File: src/rtl/fir8_window_feeder_pkg.sv
// Shared constants and state type for the 8-tap FIR window feeder.
// The window is TAPS samples of DW bits each, packed newest-first from the LSB.
package fir8_pkg;
  localparam int TAPS   = 8;
  localparam int DW     = 16;
  localparam int WIN_W  = TAPS * DW;
  localparam int FILL_W = $clog2(TAPS + 1);

  typedef enum logic [0:0] {
    PRIME = 1'b0,
    RUN   = 1'b1
  } fir8_state_e;
endpackage

File: src/rtl/fir8_window_feeder_if.sv
// Sample-in / window-out handshake bundle for the FIR window feeder.
// The slave modport is the feeder itself; the master modport is the environment driving it.
import fir8_pkg::*;

interface fir8_window_feeder_if;
  logic             s_valid;
  logic             s_ready;
  logic [DW-1:0]    s_data;
  logic             m_valid;
  logic             m_ready;
  logic [WIN_W-1:0] m_window;

  modport slave (
    input  s_valid, s_data, m_ready,
    output s_ready, m_valid, m_window
  );

  modport master (
    output s_valid, s_data, m_ready,
    input  s_ready, m_valid, m_window
  );
endinterface

File: src/rtl/fir8_window_feeder_tap_shreg.sv
// TAPS x DW tap shift register: the newest sample enters at the LSB slot.
// It has an enable and a synchronous clear, and the window output is registered.
module fir8_tap_shreg #(
  parameter int TAPS = 8,
  parameter int DW   = 16
) (
  input  logic               clk,
  input  logic               rst_n,
  input  logic               clr,
  input  logic               en,
  input  logic [DW-1:0]      din,
  output logic [TAPS*DW-1:0] window
);
  logic [TAPS-1:0][DW-1:0] taps_q;

  always_ff @(posedge clk or negedge rst_n) begin
    if (!rst_n) begin
      taps_q <= '0;
    end else if (clr) begin
      taps_q <= '0;
    end else if (en) begin
      taps_q <= {taps_q[TAPS-2:0], din};
    end
  end

  assign window = taps_q;
endmodule

File: src/rtl/fir8_window_feeder.sv
// Streaming front end for the 8-tap FIR: it primes a tap window, then emits one window per accepted sample.
// Defining FIR8_FEEDER_DECIM2_EN turns on decimate-by-2, so every other accept in RUN emits a window.
module fir8_window_feeder
  import fir8_pkg::*;
(
  input  logic                clk,
  input  logic                rst_n,
  input  logic                flush,
  fir8_window_feeder_if.slave bus,
  output logic [FILL_W-1:0]   fill_count
);
  fir8_state_e       state_q, state_d;
  logic [FILL_W-1:0] fill_q, fill_d;
  logic              m_valid_q, m_valid_d;
  logic              accept;
  logic              filling;
  logic              advancing;
  logic              emit;

  assign bus.s_ready = !flush && (!m_valid_q || bus.m_ready);
  assign accept      = bus.s_valid && bus.s_ready;
  assign filling     = (state_q == PRIME) && (fill_q == FILL_W'(TAPS - 1));
  // An advancing accept is any accept that leaves a complete window behind it.
  assign advancing   = accept && ((state_q == RUN) || filling);

`ifdef FIR8_FEEDER_DECIM2_EN
  logic phase_q;

  always_ff @(posedge clk or negedge rst_n) begin
    if (!rst_n) begin
      phase_q <= 1'b0;
    end else if (flush) begin
      phase_q <= 1'b0;
    end else if (advancing) begin
      phase_q <= ~phase_q;
    end
  end

  assign emit = advancing && !phase_q;
`else
  assign emit = advancing;
`endif

  always_comb begin
    state_d   = state_q;
    fill_d    = fill_q;
    m_valid_d = m_valid_q;
    if (flush) begin
      state_d   = PRIME;
      fill_d    = '0;
      m_valid_d = 1'b0;
    end else begin
      if (accept && (fill_q != FILL_W'(TAPS))) begin
        fill_d = fill_q + 1'b1;
      end
      if (accept && filling) begin
        state_d = RUN;
      end
      if (emit) begin
        m_valid_d = 1'b1;
      end else if (bus.m_ready) begin
        m_valid_d = 1'b0;
      end
    end
  end

  always_ff @(posedge clk or negedge rst_n) begin
    if (!rst_n) begin
      state_q   <= PRIME;
      fill_q    <= '0;
      m_valid_q <= 1'b0;
    end else begin
      state_q   <= state_d;
      fill_q    <= fill_d;
      m_valid_q <= m_valid_d;
    end
  end

  fir8_tap_shreg #(
    .TAPS (TAPS),
    .DW   (DW)
  ) u_tap_shreg (
    .clk    (clk),
    .rst_n  (rst_n),
    .clr    (flush),
    .en     (accept),
    .din    (bus.s_data),
    .window (bus.m_window)
  );

  assign bus.m_valid = m_valid_q;
  assign fill_count  = fill_q;
endmodule

File: src/flat_wrapper.sv
// flat-port wrapper written by rule: the top's interface ports become plain ports
module fir8_window_feeder_flat import fir8_pkg::*;
  (clk, rst_n, flush, fill_count, bus_s_valid, bus_s_data, bus_m_ready, bus_s_ready, bus_m_valid, bus_m_window);
  fir8_window_feeder_if bus_i ();
  input  logic clk;
  input  logic rst_n;
  input  logic flush;
  output logic [FILL_W-1:0] fill_count;
  input wire logic [$bits(bus_i.s_valid)-1:0] bus_s_valid;
  input wire logic [$bits(bus_i.s_data)-1:0] bus_s_data;
  input wire logic [$bits(bus_i.m_ready)-1:0] bus_m_ready;
  output wire logic [$bits(bus_i.s_ready)-1:0] bus_s_ready;
  output wire logic [$bits(bus_i.m_valid)-1:0] bus_m_valid;
  output wire logic [$bits(bus_i.m_window)-1:0] bus_m_window;
  assign bus_i.s_valid = bus_s_valid;
  assign bus_i.s_data = bus_s_data;
  assign bus_i.m_ready = bus_m_ready;
  assign bus_s_ready = bus_i.s_ready;
  assign bus_m_valid = bus_i.m_valid;
  assign bus_m_window = bus_i.m_window;
  fir8_window_feeder u_core (.clk(clk), .rst_n(rst_n), .flush(flush), .bus(bus_i), .fill_count(fill_count));
endmodule
File: config.mk
export PLATFORM = sky130hd
export DESIGN_NAME = fir8_window_feeder_flat
export DESIGN_NICKNAME = d
export VERILOG_FILES = /design/src/rtl/fir8_window_feeder_pkg.sv /design/src/rtl/fir8_window_feeder_if.sv /design/src/rtl/fir8_window_feeder_tap_shreg.sv /design/src/rtl/fir8_window_feeder.sv /design/src/flat_wrapper.sv
export SDC_FILE = /design/constraint.sdc
export NUM_CORES = 1
export LEC_CHECK = 0
export ABC_AREA = 0
export BUFFER_PORTS_ARGS = -buffer_cell sky130_fd_sc_hd__buf_2
export CORE_MARGIN = 3
export CORE_UTILIZATION = 40
export DETAILED_ROUTE_END_ITERATION = 8
export PLACE_DENSITY = 0.69
export SLEW_MARGIN = 30
export SYNTH_ARGS = -nofsm -noshare
export SYNTH_HDL_FRONTEND = slang
export SYNTH_HIERARCHICAL = 1
export SYNTH_SLANG_ARGS = --single-unit
File: constraint.sdc
create_clock -name clk -period 4.6 [get_ports clk]
set_clock_uncertainty 0.05 [all_clocks]
set_input_delay 0 -clock clk [delete_from_list [all_inputs] [get_ports clk]]
set_output_delay 0 -clock clk [all_outputs]
set_load 0.05 [all_outputs]
Word-level counts from Yosys, hierarchy flattened:

Index checks and enable logic that the tools add are counted.
Widths: inputs -> output; s select.

* bits in registers: 134
* bits in latches: 0
* memory bits (writable): 0
* bits in read-only memories: 0
* input bits: 21
* output and inout bits: 134
* logic and storage cells: 38
* memories: 0

* add/sub/neg operators: 1
* $mul: 0
* divide/modulo/power cells: 0
* magnitude comparators: 0
* eq/ne operators: 2
* shift-type cells: 0
* mux-type cells: 9
* bitwise gates (word level): 1
* reduce and logical (&&, ||, !) cells: 14

Operators with widths (count)
* $mux 128: 2
* $mux 4: 2
* $logic_and 1x1->1: 6
* $reduce_bool 2->1: 3
* $mux 1: 5
* $add 4x1->4 const B: 1
* $eq 4x3->1 const B: 1
* $ne 4x4->1 const B: 1
* $reduce_bool 3->1: 1
* $logic_not 1->1: 2
* $logic_or 1x1->1: 2
* $not 1->1: 1

Logic depth before layout (Yosys ltp):

Gate-level depths: netlist of run 1.

* depth in word-level cells: 7
* depth in mapped cells: 6
* gate-level depth less buffers: 4

Modules after synthesis:

Netlist of run 1, hierarchy kept.

Modules (own cells, without submodules)
* fir8_tap_shreg: times used 1, cells an instance 412, area each 5292.6 sq um, sequential area each 3203.1 sq um
* fir8_window_feeder: times used 1, cells an instance 37, area each 372.9 sq um, sequential area each 150.1 sq um

Worst setup path before layout of run 1:

Ideal clock, no wire load.

* path kind: register -> register
* from: register u_core.m_valid_q, in the netlist u_core/bus.m_valid
* to: register u_core.u_tap_shreg.taps_q (netlist bit u_core/u_tap_shreg/window[112])
* library setup time: 132 ps
* data arrival time: 1722 ps
* required time: 4418 ps
* path slack: 2696 ps
* stages on the path, launching flop included: 7
* path buffers: 2
* clock period less this slack: 1904 ps
* cells stage by stage: dfrtp_1 -> nor2b_4 -> nor3_1 -> buf_12 -> buf_12 -> mux2i_1 -> nor2_1

* word-level cells in the longest chain between the ends: 5

Ends and longest elaborated chain
* from (decl): line fir8_window_feeder.sv:14 `logic m_valid_q, m_valid_d;`
* from (signal assigned): line fir8_window_feeder.sv:75 `m_valid_q <= m_valid_d;`
* $logic_not 1->1: line fir8_window_feeder.sv:20 `assign bus.s_ready = !flush && (!m_valid_q || bus.m_ready);`
* $logic_or 1x1->1: line fir8_window_feeder.sv:20
* $logic_and 1x1->1: line fir8_window_feeder.sv:20
* $logic_and 1x1->1: line fir8_window_feeder.sv:21 `assign accept = bus.s_valid && bus.s_ready;`
* named net u_core.accept: line fir8_window_feeder.sv:15 `logic accept;`
* $reduce_bool 2->1 (no line)
* to (signal assigned): line fir8_window_feeder_tap_shreg.sv:22 `taps_q <= {taps_q[TAPS-2:0], din};`
* to (decl): line fir8_window_feeder_tap_shreg.sv:14 `logic [TAPS-1:0][DW-1:0] taps_q;`

The timed path passes the listed nets, and every way through them passes these cells.
A chain may end at the register's enable or synchronous reset.

Worst setup path after layout of run 1:

* from: register u_core.m_valid_q, in the netlist u_core/bus.m_valid
* to: register u_core.u_tap_shreg.taps_q (netlist bit u_core/u_tap_shreg/window[84])

Same word-level chain as after synthesis.

==> metrics.txt, run 1 <==
# TYPE chip_impl_metric gauge
chip_impl_metric{name="postRouteAntennaNets",unit=""} 0
chip_impl_metric{name="cts_hold_repair.buffers",unit=""} 20
chip_impl_metric{name="critPathMaxStageDelay",unit="ps"} 650
chip_impl_metric{name="synth-warning-count",unit=""} 6
chip_impl_info{name="cp-startpoint",value="u_core/bus.m_valid"} 1
chip_impl_metric{name="worst_skew_pair.late_latency",unit="ps"} 410
chip_impl_metric{name="floorplan.die_area",unit="sq um"} 15630
chip_impl_metric{name="gp_routability_congestion",unit=""} 0.8124
chip_impl_metric{name="postCtsSetupBuffers",unit=""} 0
chip_impl_metric{name="vias_in_the_first_global_route",unit=""} 4037
chip_impl_metric{name="final-hold-violation-count",unit=""} 0
chip_impl_info{name="crit_path_end_kind",value="register"} 1
chip_impl_metric{name="syn_avg_cell_area",unit="sq um"} 12.62
chip_impl_metric{name="cell_area_after_synthesis",unit="sq um"} 5665
chip_impl_metric{name="grt_overflow",unit=""} 0
chip_impl_metric{name="drv_slew",unit=""} 0
chip_impl_metric{name="tns",unit="ps"} 0
chip_impl_metric{name="clock.fmax",unit="MHz"} 485.1
chip_impl_info{name="mostFrequentLayoutCells",value="buf_2, dfrtp_1, nor2_1"} 1
chip_impl_metric{name="synth_cell_types",unit=""} 24
chip_impl_info{name="setup.worst_path.start_class",value="register"} 1
chip_impl_metric{name="dr_wl_met3",unit="um"} 692
chip_impl_metric{name="timing.max_slew.rel_slack",unit="%"} 38.46
chip_impl_metric{name="period_minus_slack",unit="ps"} 2061
chip_impl_metric{name="post_drt_via_cell_ratio",unit=""} 4.880
chip_impl_metric{name="pre_cts_slack",unit="ps"} 2589
chip_impl_metric{name="avgRoutedWirePerCell",unit="um"} 16.17
chip_impl_info{name="worst_hold_startpoint",value="flush"} 1
chip_impl_metric{name="initialDrtViolationCount",unit=""} 221
chip_impl_metric{name="max_cap_viol_count",unit=""} 0
chip_impl_metric{name="via_count",unit=""} 3928
chip_impl_metric{name="cts-htree-levels",unit=""} 4
chip_impl_metric{name="met2RoutedLength",unit="um"} 6405
chip_impl_metric{name="cp_max_fo",unit=""} 128
chip_impl_metric{name="critical_path_buf_inv_count",unit=""} 1
chip_impl_metric{name="number_of_synthesized_flops_with_an_enable_pin",unit=""} 0
chip_impl_metric{name="clock-sinks",unit=""} 134
chip_impl_metric{name="filler_cell_count_in_the_final_layout",unit=""} 1212
chip_impl_metric{name="synth-seq-area-share",unit="%"} 59.19
chip_impl_metric{name="share_of_post_route_cells_with_drive_strength_above_1",unit="%"} 30.68
chip_impl_metric{name="synthesis.nets",unit=""} 472
chip_impl_info{name="cts.root.buffer_cell",value="clkbuf_16"} 1
chip_impl_info{name="critPathSlowestCell",value="buf_12"} 1
chip_impl_info{name="most_common_cell_after_layout_fill_and_taps_aside",value="buf_2"} 1
chip_impl_info{name="r2r-start",value="u_core/bus.m_valid"} 1
chip_impl_metric{name="post_synth_inst_count",unit=""} 449
chip_impl_metric{name="ctsResizeCount",unit=""} 0
chip_impl_metric{name="period_share",unit="%"} 44.81
chip_impl_info{name="crit_chain",value="nor2b_4 > nor3_2 > buf_12 > mux2i_1 > nor2_1"} 1
chip_impl_metric{name="wl_met1",unit="um"} 5750
chip_impl_metric{name="worstMarginPinSlew",unit="ps"} 923.0
chip_impl_metric{name="numPortBuffers",unit=""} 154
chip_impl_metric{name="worst-endpoint-required",unit="ps"} 4810
chip_impl_info{name="worst_path_dominant_cell_family",value="buffers and inverters"} 1
chip_impl_metric{name="track_usage",unit="%"} 17.26
chip_impl_metric{name="setup_slack",unit="ps"} 2539
chip_impl_metric{name="grt_pass1_wl",unit="um"} 21580
chip_impl_metric{name="final_routed_wirelength",unit="um"} 13020
chip_impl_metric{name="clock_tree.buffer_depth",unit=""} 2
chip_impl_info{name="run_status",value="complete, no violations"} 1
chip_impl_metric{name="ir_worst_vdd",unit="V"} 0.0002018
chip_impl_info{name="synth.largest_area_cell",value="dfrtp_1"} 1
chip_impl_metric{name="async_reset_ff_share",unit="%"} 100.0
chip_impl_metric{name="detail_route.drc_violations",unit=""} 0
chip_impl_metric{name="fin_nets",unit=""} 639
chip_impl_metric{name="power_density",unit="nW/um^2"} 382.2
chip_impl_metric{name="grt_max_degree",unit=""} 129
chip_impl_metric{name="drt_pass1_iterations",unit=""} 5
chip_impl_metric{name="coreArea",unit="sq um"} 13560
chip_impl_metric{name="dpl.hpwl",unit="um"} 8410
chip_impl_info{name="worst_hold_path_type",value="in -> reg"} 1
chip_impl_metric{name="timing.critical_path.arrival",unit="ps"} 2280
chip_impl_metric{name="synthToLayoutAreaGrowth",unit="%"} 26.52
chip_impl_info{name="dominantRegCellSynth",value="dfrtp_1"} 1
chip_impl_metric{name="multi_input_area",unit="sq um"} 1967
chip_impl_metric{name="finalSetupViolCount",unit=""} 0
chip_impl_metric{name="die_w",unit="um"} 125.0
chip_impl_metric{name="antenna_cells",unit=""} 0
chip_impl_info{name="timing_worst_setup_path_type",value="reg -> reg"} 1
chip_impl_metric{name="synth-seq-cells",unit=""} 134
chip_impl_info{name="yosys-top-cells-area",value="dfrtp_1, mux2i_1, nor2_1"} 1
chip_impl_metric{name="ff_latch_area",unit="sq um"} 3353
chip_impl_metric{name="cts-buffers-inserted",unit=""} 17
chip_impl_info{name="route.top_layer_used",value="met4"} 1
chip_impl_metric{name="share_of_the_synthesized_area_in_the_top_cell_type",unit="%"} 59.19
chip_impl_metric{name="die_h",unit="um"} 125.0
chip_impl_metric{name="fp-row-count",unit=""} 42
chip_impl_metric{name="grt_antenna_before_repair",unit=""} 0
chip_impl_metric{name="initial_utilization",unit="%"} 41.79
chip_impl_metric{name="clk_pin_slew",unit="ps"} 60
chip_impl_info{name="cts_tree",value="yes"} 1
chip_impl_info{name="unrepaired_setup_endpoints_after_global_routing",value="no"} 1
chip_impl_metric{name="pin_count",unit=""} 155
chip_impl_metric{name="total_leakage_power",unit="nW"} 3.821
-- through the flow --
stage / total power [W] / hold WS (ps) / std cells / cell area [sq um] / utilization (%)
after floorplan: 0.001371 / -345.6 / 449 / 5665 / -
after global placement: 0.001407 / 30.29 / 753 / 6374 / 47.01
after detailed placement: 0.001411 / 31.79 / 753 / 6374 / 47.01
after CTS: 0.002774 / 73.12 / 805 / 7168 / 52.87
after global routing: 0.002853 / 106.7 / 805 / 7168 / 52.87
final: 0.002740 / 82.47 / 805 / 7168 / 52.87
-- cells by family after synthesis --
family	count (synthesis)	share of synthesized area, %
simple gates	142	9.850
buf+inv	34	6.184
flops	134	59.19
fa+ha+maj	2	0.4416
compound gates	6	1.082
mux	131	23.26
-- Yosys cell counts (2+ instances only) --
library cell	count
nand2_1	2
nor2_1	133
buf_2	3
buf_12	13
inv_1	5
dfrtp_1	134
clkbuf_1	12
mux2i_1	129
nor3_1	2
ha_1	2
-- registers in the layout (all words and copies together) (netlist names) --
register and cells:
u_core/fill_count 4, u_core/u_tap_shreg/window 128, u_core/state_q 1, u_core/bus.m_valid 1
-- power by group --
group | switching (W) | internal [W] | total, W
Combinational | 0.000134 | 0.0000642 | 0.000199
Clock | 0.000498 | 0.000841 | 0.00134
Sequential | 0.0000109 | 0.00119 | 0.00120
Total | 0.000644 | 0.00210 | 0.00274
-- layer usage --
metal  vias up  GRT usage [%]
met5         -              0
met4         0          5.995
met3        12          5.714
met2       118          28.00
met1      1959          21.82
li1       1839              -
-- area by class of cell --
type,instances,area share (%)
inverter,5,0.2618
clock buffer,21,6.563
sequential,134,46.78
clock inverter,11,1.728
timing repair buffer,177,14.16
tap,176,3.072
multi-input combinational,281,27.44
-- final timing paths --
| path | to | cells after the start | slack, ps |
|---|---|---|---|
| worst max register to register | u_core/u_tap_shreg/window[84] | 5 | 2540 |
| worst min-delay path | u_core/state_q | 2 | 80 |
| min in group asynchronous | u_core/u_tap_shreg/window[118] | 2 | 150 |
| worst min register to register | u_core/state_q | 2 | 450 |
| worst max-delay path | u_core/u_tap_shreg/window[84] | 5 | 2540 |
| max in group asynchronous | u_core/u_tap_shreg/window[71] | 3 | 3190 |
No activity file was read; power rests on OpenSTA's default activity.
==> inputs of run 2 (changes only) <==
Settings changed: ABC_AREA 0 to 1.
Clock period 4.6 ns to 1.9 ns, I/O delays scaled along.
==> metrics.txt, run 2 <==
# TYPE chip_impl_metric gauge
chip_impl_info{name="run_status",value="complete, no violations"} 1
chip_impl_info{name="dominantRegCellSynth",value="dfrtp_1"} 1
chip_impl_metric{name="drv_slew",unit=""} 0
chip_impl_info{name="post-synth-top-count-cell",value="nand2_1"} 1
chip_impl_info{name="gr-max-usage-layer",value="met2"} 1
chip_impl_metric{name="critPathMaxStageDelay",unit="ps"} 560
chip_impl_metric{name="final_routed_wirelength",unit="um"} 14140
chip_impl_metric{name="synth-seq-area-share",unit="%"} 61.03
chip_impl_metric{name="period_minus_slack",unit="ps"} 1757
chip_impl_metric{name="floorplan.die_area",unit="sq um"} 15180
chip_impl_metric{name="fp-row-count",unit=""} 42
chip_impl_metric{name="postRouteAntennaNets",unit=""} 0
chip_impl_metric{name="synth-seq-cells",unit=""} 134
chip_impl_info{name="critPathMostFrequentCell",value="nand2_1"} 1
chip_impl_info{name="worst_path_dominant_cell_family",value="buffers and inverters"} 1
chip_impl_metric{name="synthToLayoutAreaGrowth",unit="%"} 31.43
chip_impl_metric{name="cp_max_fo",unit=""} 6
chip_impl_metric{name="power_frac_clock",unit="%"} 50.3
chip_impl_metric{name="finalCoreUtilization",unit="%"} 54.10
chip_impl_metric{name="share_of_the_synthesized_area_in_the_top_cell_type",unit="%"} 61.03
chip_impl_metric{name="pin_count",unit=""} 155
chip_impl_metric{name="synthesis.nets",unit=""} 626
chip_impl_metric{name="cell_area_after_synthesis",unit="sq um"} 5494
chip_impl_metric{name="grt_max_degree",unit=""} 56
chip_impl_metric{name="clock.fmax",unit="MHz"} 569.1
chip_impl_metric{name="power_density",unit="nW/um^2"} 954.6
chip_impl_metric{name="p_sw",unit="W"} 0.001606
chip_impl_metric{name="cts-htree-levels",unit=""} 4
chip_impl_metric{name="regToRegSetupSlack",unit="ps"} 140
chip_impl_metric{name="initial_utilization",unit="%"} 41.16
chip_impl_info{name="mostFrequentLayoutCells",value="nand2_1, buf_2, nand3_1"} 1
chip_impl_metric{name="clk_pin_slew",unit="ps"} 60
chip_impl_metric{name="gp_routability_congestion",unit=""} 0.7695
chip_impl_metric{name="grt_antenna_before_repair",unit=""} 0
chip_impl_metric{name="avgRoutedWirePerCell",unit="um"} 14.85
chip_impl_metric{name="tns",unit="ps"} 0
chip_impl_metric{name="total_leakage_power",unit="nW"} 4.327
chip_impl_metric{name="ff_latch_area",unit="sq um"} 3353
chip_impl_info{name="synthTopCellsByCount",value="nand2_1, nand3_1, dfrtp_1"} 1
chip_impl_metric{name="coreArea",unit="sq um"} 13350
chip_impl_metric{name="vias_in_the_first_global_route",unit=""} 4374
chip_impl_metric{name="grt_overflow",unit=""} 0
chip_impl_metric{name="syn_avg_cell_area",unit="sq um"} 9.111
chip_impl_metric{name="ir_worst_vdd",unit="V"} 0.0005587
chip_impl_metric{name="cts-buffers-inserted",unit=""} 17
chip_impl_metric{name="internal_power_component",unit="W"} 0.005287
chip_impl_metric{name="worstMarginPinSlew",unit="ps"} 415.3
chip_impl_info{name="cts_tree",value="yes"} 1
chip_impl_info{name="crit_path_end",value="u_core/bus.m_valid"} 1
chip_impl_info{name="cts.root.buffer_cell",value="clkbuf_16"} 1
chip_impl_metric{name="fin_hold_ws",unit="ps"} 21.12
chip_impl_metric{name="worstRegToRegCells",unit=""} 6
chip_impl_metric{name="antenna_cells",unit=""} 0
chip_impl_metric{name="worst_skew_pair.late_latency",unit="ps"} 410
chip_impl_info{name="critPathSlowestCell",value="dlygate4sd3_1"} 1
chip_impl_metric{name="largest_reg_flops",unit=""} 128
chip_impl_info{name="worst_hold_path_type",value="in -> async"} 1
chip_impl_metric{name="drt_pass1_iterations",unit=""} 4
chip_impl_info{name="r2r-start",value="u_core/fill_count[0]"} 1
chip_impl_metric{name="clock-sinks",unit=""} 134
chip_impl_metric{name="final-hold-violation-count",unit=""} 0
chip_impl_metric{name="global_route.usage.met2",unit="%"} 29.09
chip_impl_info{name="synth.largest_area_cell",value="dfrtp_1"} 1
chip_impl_metric{name="initialDrtViolationCount",unit=""} 416
chip_impl_metric{name="track_usage",unit="%"} 19.35
chip_impl_metric{name="die_h",unit="um"} 123.2
chip_impl_metric{name="fin_nets",unit=""} 786
chip_impl_metric{name="critical_path_buf_inv_count",unit=""} 1
chip_impl_metric{name="max_cap_viol_count",unit=""} 0
chip_impl_metric{name="fraction_of_power_consumed_by_sequential_logic",unit="%"} 42.3
chip_impl_info{name="cp-startpoint",value="u_core/fill_count[0]"} 1
chip_impl_info{name="unrepaired_setup_endpoints_after_global_routing",value="no"} 1
chip_impl_metric{name="share_of_post_route_cells_with_drive_strength_above_1",unit="%"} 26.42
chip_impl_metric{name="synth_cell_types",unit=""} 20
chip_impl_metric{name="via_count",unit=""} 4614
chip_impl_metric{name="grt_met1_usage",unit="%"} 26.10
chip_impl_metric{name="ctsResizeCount",unit=""} 0
chip_impl_metric{name="grt_util_met3",unit="%"} 5.581
chip_impl_metric{name="multi_input_area",unit="sq um"} 1814
chip_impl_metric{name="dpl.hpwl",unit="um"} 9055
chip_impl_metric{name="postCtsSetupBuffers",unit=""} 0
chip_impl_metric{name="die_w",unit="um"} 123.2
chip_impl_metric{name="filler_cell_count_in_the_final_layout",unit=""} 1254
chip_impl_metric{name="period_share",unit="%"} 92.49
chip_impl_metric{name="async_reset_ff_share",unit="%"} 100.0
chip_impl_metric{name="number_of_synthesized_flops_with_an_enable_pin",unit=""} 0
chip_impl_metric{name="worst-endpoint-required",unit="ps"} 2200
chip_impl_metric{name="finalSetupViolCount",unit=""} 0
chip_impl_metric{name="timing.max_slew.rel_slack",unit="%"} 72.31
chip_impl_info{name="most_common_cell_after_layout_fill_and_taps_aside",value="nand2_1"} 1
chip_impl_info{name="yosys-top-cells-area",value="dfrtp_1, nand2_1, nand3_1"} 1
chip_impl_metric{name="cp_num_cells",unit=""} 6
chip_impl_info{name="crit_chain",value="ha_1 > nand2_1 > o21ai_1 > nand2_1 > a21oi_1 > dlygate4sd3_1"} 1
chip_impl_metric{name="clock_tree.buffer_depth",unit=""} 2
chip_impl_metric{name="post_synth_inst_count",unit=""} 603
chip_impl_metric{name="post_drt_via_cell_ratio",unit=""} 4.847
chip_impl_info{name="timing_worst_setup_path_type",value="reg -> reg"} 1
chip_impl_metric{name="netSwitchingFraction",unit="%"} 23.30
chip_impl_metric{name="detail_route.drc_violations",unit=""} 0
chip_impl_metric{name="grt_pass1_wl",unit="um"} 22900
chip_impl_metric{name="timing.critical_path.arrival",unit="ps"} 2050
chip_impl_info{name="crit_path_end_kind",value="register"} 1
chip_impl_info{name="reg2reg_to",value="u_core/bus.m_valid"} 1
chip_impl_metric{name="synth-warning-count",unit=""} 6
chip_impl_metric{name="comb_power_share",unit="%"} 7.4
chip_impl_metric{name="numPortBuffers",unit=""} 154
chip_impl_info{name="setup.worst_path.start_class",value="register"} 1
## run 2: worst min-delay path by stage
stage | startpoint | endpoint | slack (ps) | cells past startpoint
6_report | rst_n | u_core/u_tap_shreg/window[127] | 20 | 2
5_1_grt | rst_n | u_core/u_tap_shreg/window[112] | 50 | 2
4_1_cts | rst_n | u_core/u_tap_shreg/window[127] | 30 | 2
3_5_place_dp | rst_n | u_core/u_tap_shreg/window[127] | -110 | 1
3_3_place_gp | rst_n | u_core/u_tap_shreg/window[127] | -110 | 1
2_1_floorplan | rst_n | u_core/bus.m_valid | -350 | 0
## run 2: cells by family after synthesis
| logic type | Yosys count | synth area share [%] |
|---|---|---|
| xor+xnor | 1 | 0.1594 |
| compound gates | 5 | 0.5921 |
| fa+ha+maj | 2 | 0.4554 |
| buf+inv | 53 | 6.081 |
| simple gates | 408 | 31.68 |
| flops | 134 | 61.03 |
## run 2: final cells by class
type | instances | area share [%]
Clock buffer | 20 | 6.325
Clock inverter | 12 | 2.443
Inverter | 10 | 0.6585
Multi-Input combinational cell | 416 | 25.13
Sequential cell | 134 | 46.44
Tap cell | 176 | 3.050
Timing Repair Buffer | 184 | 15.96
## run 2: timing repair
action	CTS	global route
hold buffers	20	0
hold endpoints to repair	156	0
setup endpoints to repair	0	0
## run 2: metal layers
| layer | vias up | part of all wire (%) |
|---|---|---|
| li1 | 2255 | - |
| met1 | 2189 | 45 |
| met2 | 153 | 46 |
| met3 | 17 | 6.8 |
| met4 | 0 | 2.2 |
| met5 | - | 0 |
## run 2: power by group through the flow
stage               registers (W)  clock network (W)  logic (W)
floorplan                 0.00307                  0   0.000216
global placement          0.00297                  0   0.000484
detailed placement        0.00297                  0   0.000485
CTS                       0.00292            0.00353   0.000515
global route              0.00292            0.00365   0.000559
finish                    0.00292            0.00346   0.000511
## run 2: metrics by stage
stage / area, sq um / total power (W) / instances / setup WS [ps]
3_3_place_gp: 6387 / 0.003452 / 900 / 414.1
3_5_place_dp: 6387 / 0.003453 / 900 / 360.9
2_1_floorplan: 5494 / 0.003284 / 603 / 224.0
4_1_cts: 7221 / 0.006962 / 952 / 187.2
5_1_grt: 7221 / 0.007127 / 952 / 62.10
6_report: 7221 / 0.006893 / 952 / 142.7
==> inputs of run 3 (changes only) <==
Settings changed: CORE_UTILIZATION 40 to 52, PLACE_DENSITY 0.69 to 0.85.
==> metrics.txt, run 3 (synthesis gave the netlist of run 2 again) <==
# TYPE chip_impl_metric gauge
chip_impl_metric{name="finalSetupViolCount",unit=""} 0
chip_impl_metric{name="period_share",unit="%"} 93.24
chip_impl_info{name="critPathMostFrequentCell",value="nand2_1"} 1
chip_impl_metric{name="numPortBuffers",unit=""} 154
chip_impl_metric{name="grt_pass1_wl",unit="um"} 24210
chip_impl_metric{name="regToRegSetupSlack",unit="ps"} 130
chip_impl_info{name="crit_path_end_kind",value="register"} 1
chip_impl_info{name="cts.root.buffer_cell",value="clkbuf_8"} 1
chip_impl_metric{name="wl_met1",unit="um"} 5811
chip_impl_metric{name="setup_slack",unit="ps"} 128.4
chip_impl_info{name="r2r-start",value="u_core/fill_count[1]"} 1
chip_impl_info{name="timing_worst_setup_path_type",value="reg -> reg"} 1
chip_impl_metric{name="via_count",unit=""} 4917
chip_impl_metric{name="worstRegToRegCells",unit=""} 6
chip_impl_info{name="worst_hold_path_type",value="in -> reg"} 1
chip_impl_metric{name="grt_max_degree",unit=""} 83
chip_impl_metric{name="pin_count",unit=""} 155
chip_impl_info{name="run_status",value="complete, no violations"} 1
chip_impl_metric{name="worst_skew_pair.late_latency",unit="ps"} 510
chip_impl_info{name="worst_path_dominant_cell_family",value="buffers and inverters"} 1
chip_impl_metric{name="total_leakage_power",unit="nW"} 4.298
chip_impl_metric{name="max_cap_viol_count",unit=""} 0
chip_impl_metric{name="clock-sinks",unit=""} 134
chip_impl_metric{name="final_routed_wirelength",unit="um"} 14960
chip_impl_metric{name="clk_pin_slew",unit="ps"} 60
chip_impl_info{name="hold_path_end",value="u_core/u_tap_shreg/window[15]"} 1
chip_impl_metric{name="ctsResizeCount",unit=""} 0
chip_impl_metric{name="power_density",unit="nW/um^2"} 920.4
chip_impl_metric{name="worst_hold_path_cells",unit=""} 4
chip_impl_metric{name="drv_slew",unit=""} 0
chip_impl_metric{name="postCtsSetupBuffers",unit=""} 0
chip_impl_metric{name="cts-buffers-inserted",unit=""} 17
chip_impl_metric{name="cp_max_fo",unit=""} 6
chip_impl_metric{name="largest_reg_flops",unit=""} 128
chip_impl_metric{name="die_h",unit="um"} 108.8
chip_impl_metric{name="floorplan.die_area",unit="sq um"} 11840
chip_impl_info{name="cts_tree",value="yes"} 1
chip_impl_metric{name="worstMarginPinSlew",unit="ps"} 594.5
chip_impl_metric{name="timing.max_slew.rel_slack",unit="%"} 60.37
chip_impl_metric{name="clock.fmax",unit="MHz"} 564.5
chip_impl_metric{name="met2RoutedLength",unit="um"} 7514
chip_impl_metric{name="initialDrtViolationCount",unit=""} 423
chip_impl_info{name="worst_hold_startpoint",value="bus_s_data[15]"} 1
chip_impl_metric{name="share_of_post_route_cells_with_drive_strength_above_1",unit="%"} 26.44
chip_impl_metric{name="period_minus_slack",unit="ps"} 1772
chip_impl_metric{name="drt_pass1_iterations",unit=""} 5
chip_impl_metric{name="synthToLayoutAreaGrowth",unit="%"} 29.20
chip_impl_info{name="reg2reg_to",value="u_core/bus.m_valid"} 1
chip_impl_metric{name="critical_path_buf_inv_count",unit=""} 1
chip_impl_metric{name="timing.critical_path.arrival",unit="ps"} 2170
chip_impl_metric{name="coreArea",unit="sq um"} 10000
chip_impl_metric{name="tns",unit="ps"} 0
chip_impl_info{name="most_common_cell_after_layout_fill_and_taps_aside",value="nand2_1"} 1
chip_impl_metric{name="fp-row-count",unit=""} 36
chip_impl_info{name="mostFrequentLayoutCells",value="nand2_1, buf_2, nand3_1"} 1
chip_impl_metric{name="gp_routability_congestion",unit=""} 0.8821
chip_impl_metric{name="clock_tree.buffer_depth",unit=""} 2
chip_impl_metric{name="track_usage",unit="%"} 26.59
chip_impl_metric{name="grt_overflow",unit=""} 0
chip_impl_metric{name="fin_hold_ws",unit="ps"} 210.1
chip_impl_metric{name="vias_in_the_first_global_route",unit=""} 4798
chip_impl_metric{name="cts-htree-levels",unit=""} 4
chip_impl_info{name="crit_chain",value="ha_1 > nand2_1 > o21ai_1 > nand2_1 > a21oi_1 > dlygate4sd3_1"} 1
chip_impl_metric{name="critPathMaxStageDelay",unit="ps"} 560
chip_impl_metric{name="grt_antenna_before_repair",unit=""} 0
chip_impl_info{name="unrepaired_setup_endpoints_after_global_routing",value="no"} 1
chip_impl_metric{name="fin_nets",unit=""} 789
chip_impl_info{name="setup.worst_path.start_class",value="register"} 1
chip_impl_metric{name="ir_worst_vdd",unit="V"} 0.0005204
chip_impl_metric{name="detail_route.drc_violations",unit=""} 0
chip_impl_metric{name="filler_cell_count_in_the_final_layout",unit=""} 754
chip_impl_metric{name="initial_utilization",unit="%"} 54.94
chip_impl_metric{name="postRouteAntennaNets",unit=""} 0
chip_impl_info{name="critPathSlowestCell",value="dlygate4sd3_1"} 1
chip_impl_metric{name="avgRoutedWirePerCell",unit="um"} 16.41
chip_impl_metric{name="antenna_cells",unit=""} 0
chip_impl_info{name="route.top_layer_used",value="met4"} 1
chip_impl_metric{name="post_drt_via_cell_ratio",unit=""} 5.391
chip_impl_metric{name="final-hold-violation-count",unit=""} 0
chip_impl_metric{name="dr_wl_met3",unit="um"} 1334
chip_impl_metric{name="dpl.hpwl",unit="um"} 9199
chip_impl_metric{name="pre_cts_slack",unit="ps"} 375.6
chip_impl_metric{name="die_w",unit="um"} 108.8
chip_impl_metric{name="worst-endpoint-required",unit="ps"} 2300
==> run 3: how the worst max path moves through the flow <==
stage                                    start                       endpoint  slack (ps)  cells past startpoint
after detailed placement    u_core/bus.m_valid  u_core/u_tap_shreg/window[33]         380                      7
after CTS                                rst_n  u_core/u_tap_shreg/window[96]          60                      4
after floorplan             u_core/bus.m_valid           u_core/fill_count[0]         220                      4
after global placement      u_core/bus.m_valid  u_core/u_tap_shreg/window[41]         450                      7
after global routing      u_core/fill_count[1]             u_core/bus.m_valid          50                      6
final                     u_core/fill_count[1]             u_core/bus.m_valid         130                      6
==> run 3: cell type report <==
type / instances / area (sq um) / share of cell area [%]
timing repair buffer: 187 / 1145 / 16.13
multi-input combinational: 416 / 1814 / 25.56
tap: 133 / 166.4 / 2.344
clock buffer: 20 / 455.4 / 6.416
inverter: 10 / 46.29 / 0.6522
sequential: 134 / 3353 / 47.24
clock inverter: 12 / 117.6 / 1.657
==> run 3: timing repair <==
item / CTS / global route
hold buffers: 24 / 0
endpoints found under the hold margin: 156 / 0
setup endpoints to repair: 0 / 8
==> run 3: through the flow <==
step / total power, W / cells / util [%] / instance area [sq um]
2_1_floorplan: 0.003284 / 603 / - / 5494
3_3_place_gp: 0.003419 / 857 / 62.95 / 6295
3_5_place_dp: 0.003433 / 857 / 62.95 / 6295
4_1_cts: 0.006594 / 913 / 71.08 / 7108
5_1_grt: 0.006798 / 912 / 70.98 / 7098
6_report: 0.006533 / 912 / 70.98 / 7098
==> run 3: tightest hold or removal path: stages <==
cell and delay (ps):
dlygate4sd3_1 520, buf_2 100, nand3_1 60, nand2_1 60
==> run 3: metal layers <==
| layer | GRT usage (%) | vias up |
|---|---|---|
| met4 | 11.00 | 0 |
| li1 | - | 2269 |
| met5 | 0 | - |
| met2 | 42.10 | 261 |
| met1 | 33.86 | 2361 |
| met3 | 8.703 | 26 |
==> run 3: where the power goes <==
part	leakage (nW)	internal [W]	switching, W
Sequential	1.86	0.00288	0.0000316
Clock	0.276	0.00186	0.00125
Combinational	2.16	0.000131	0.000372
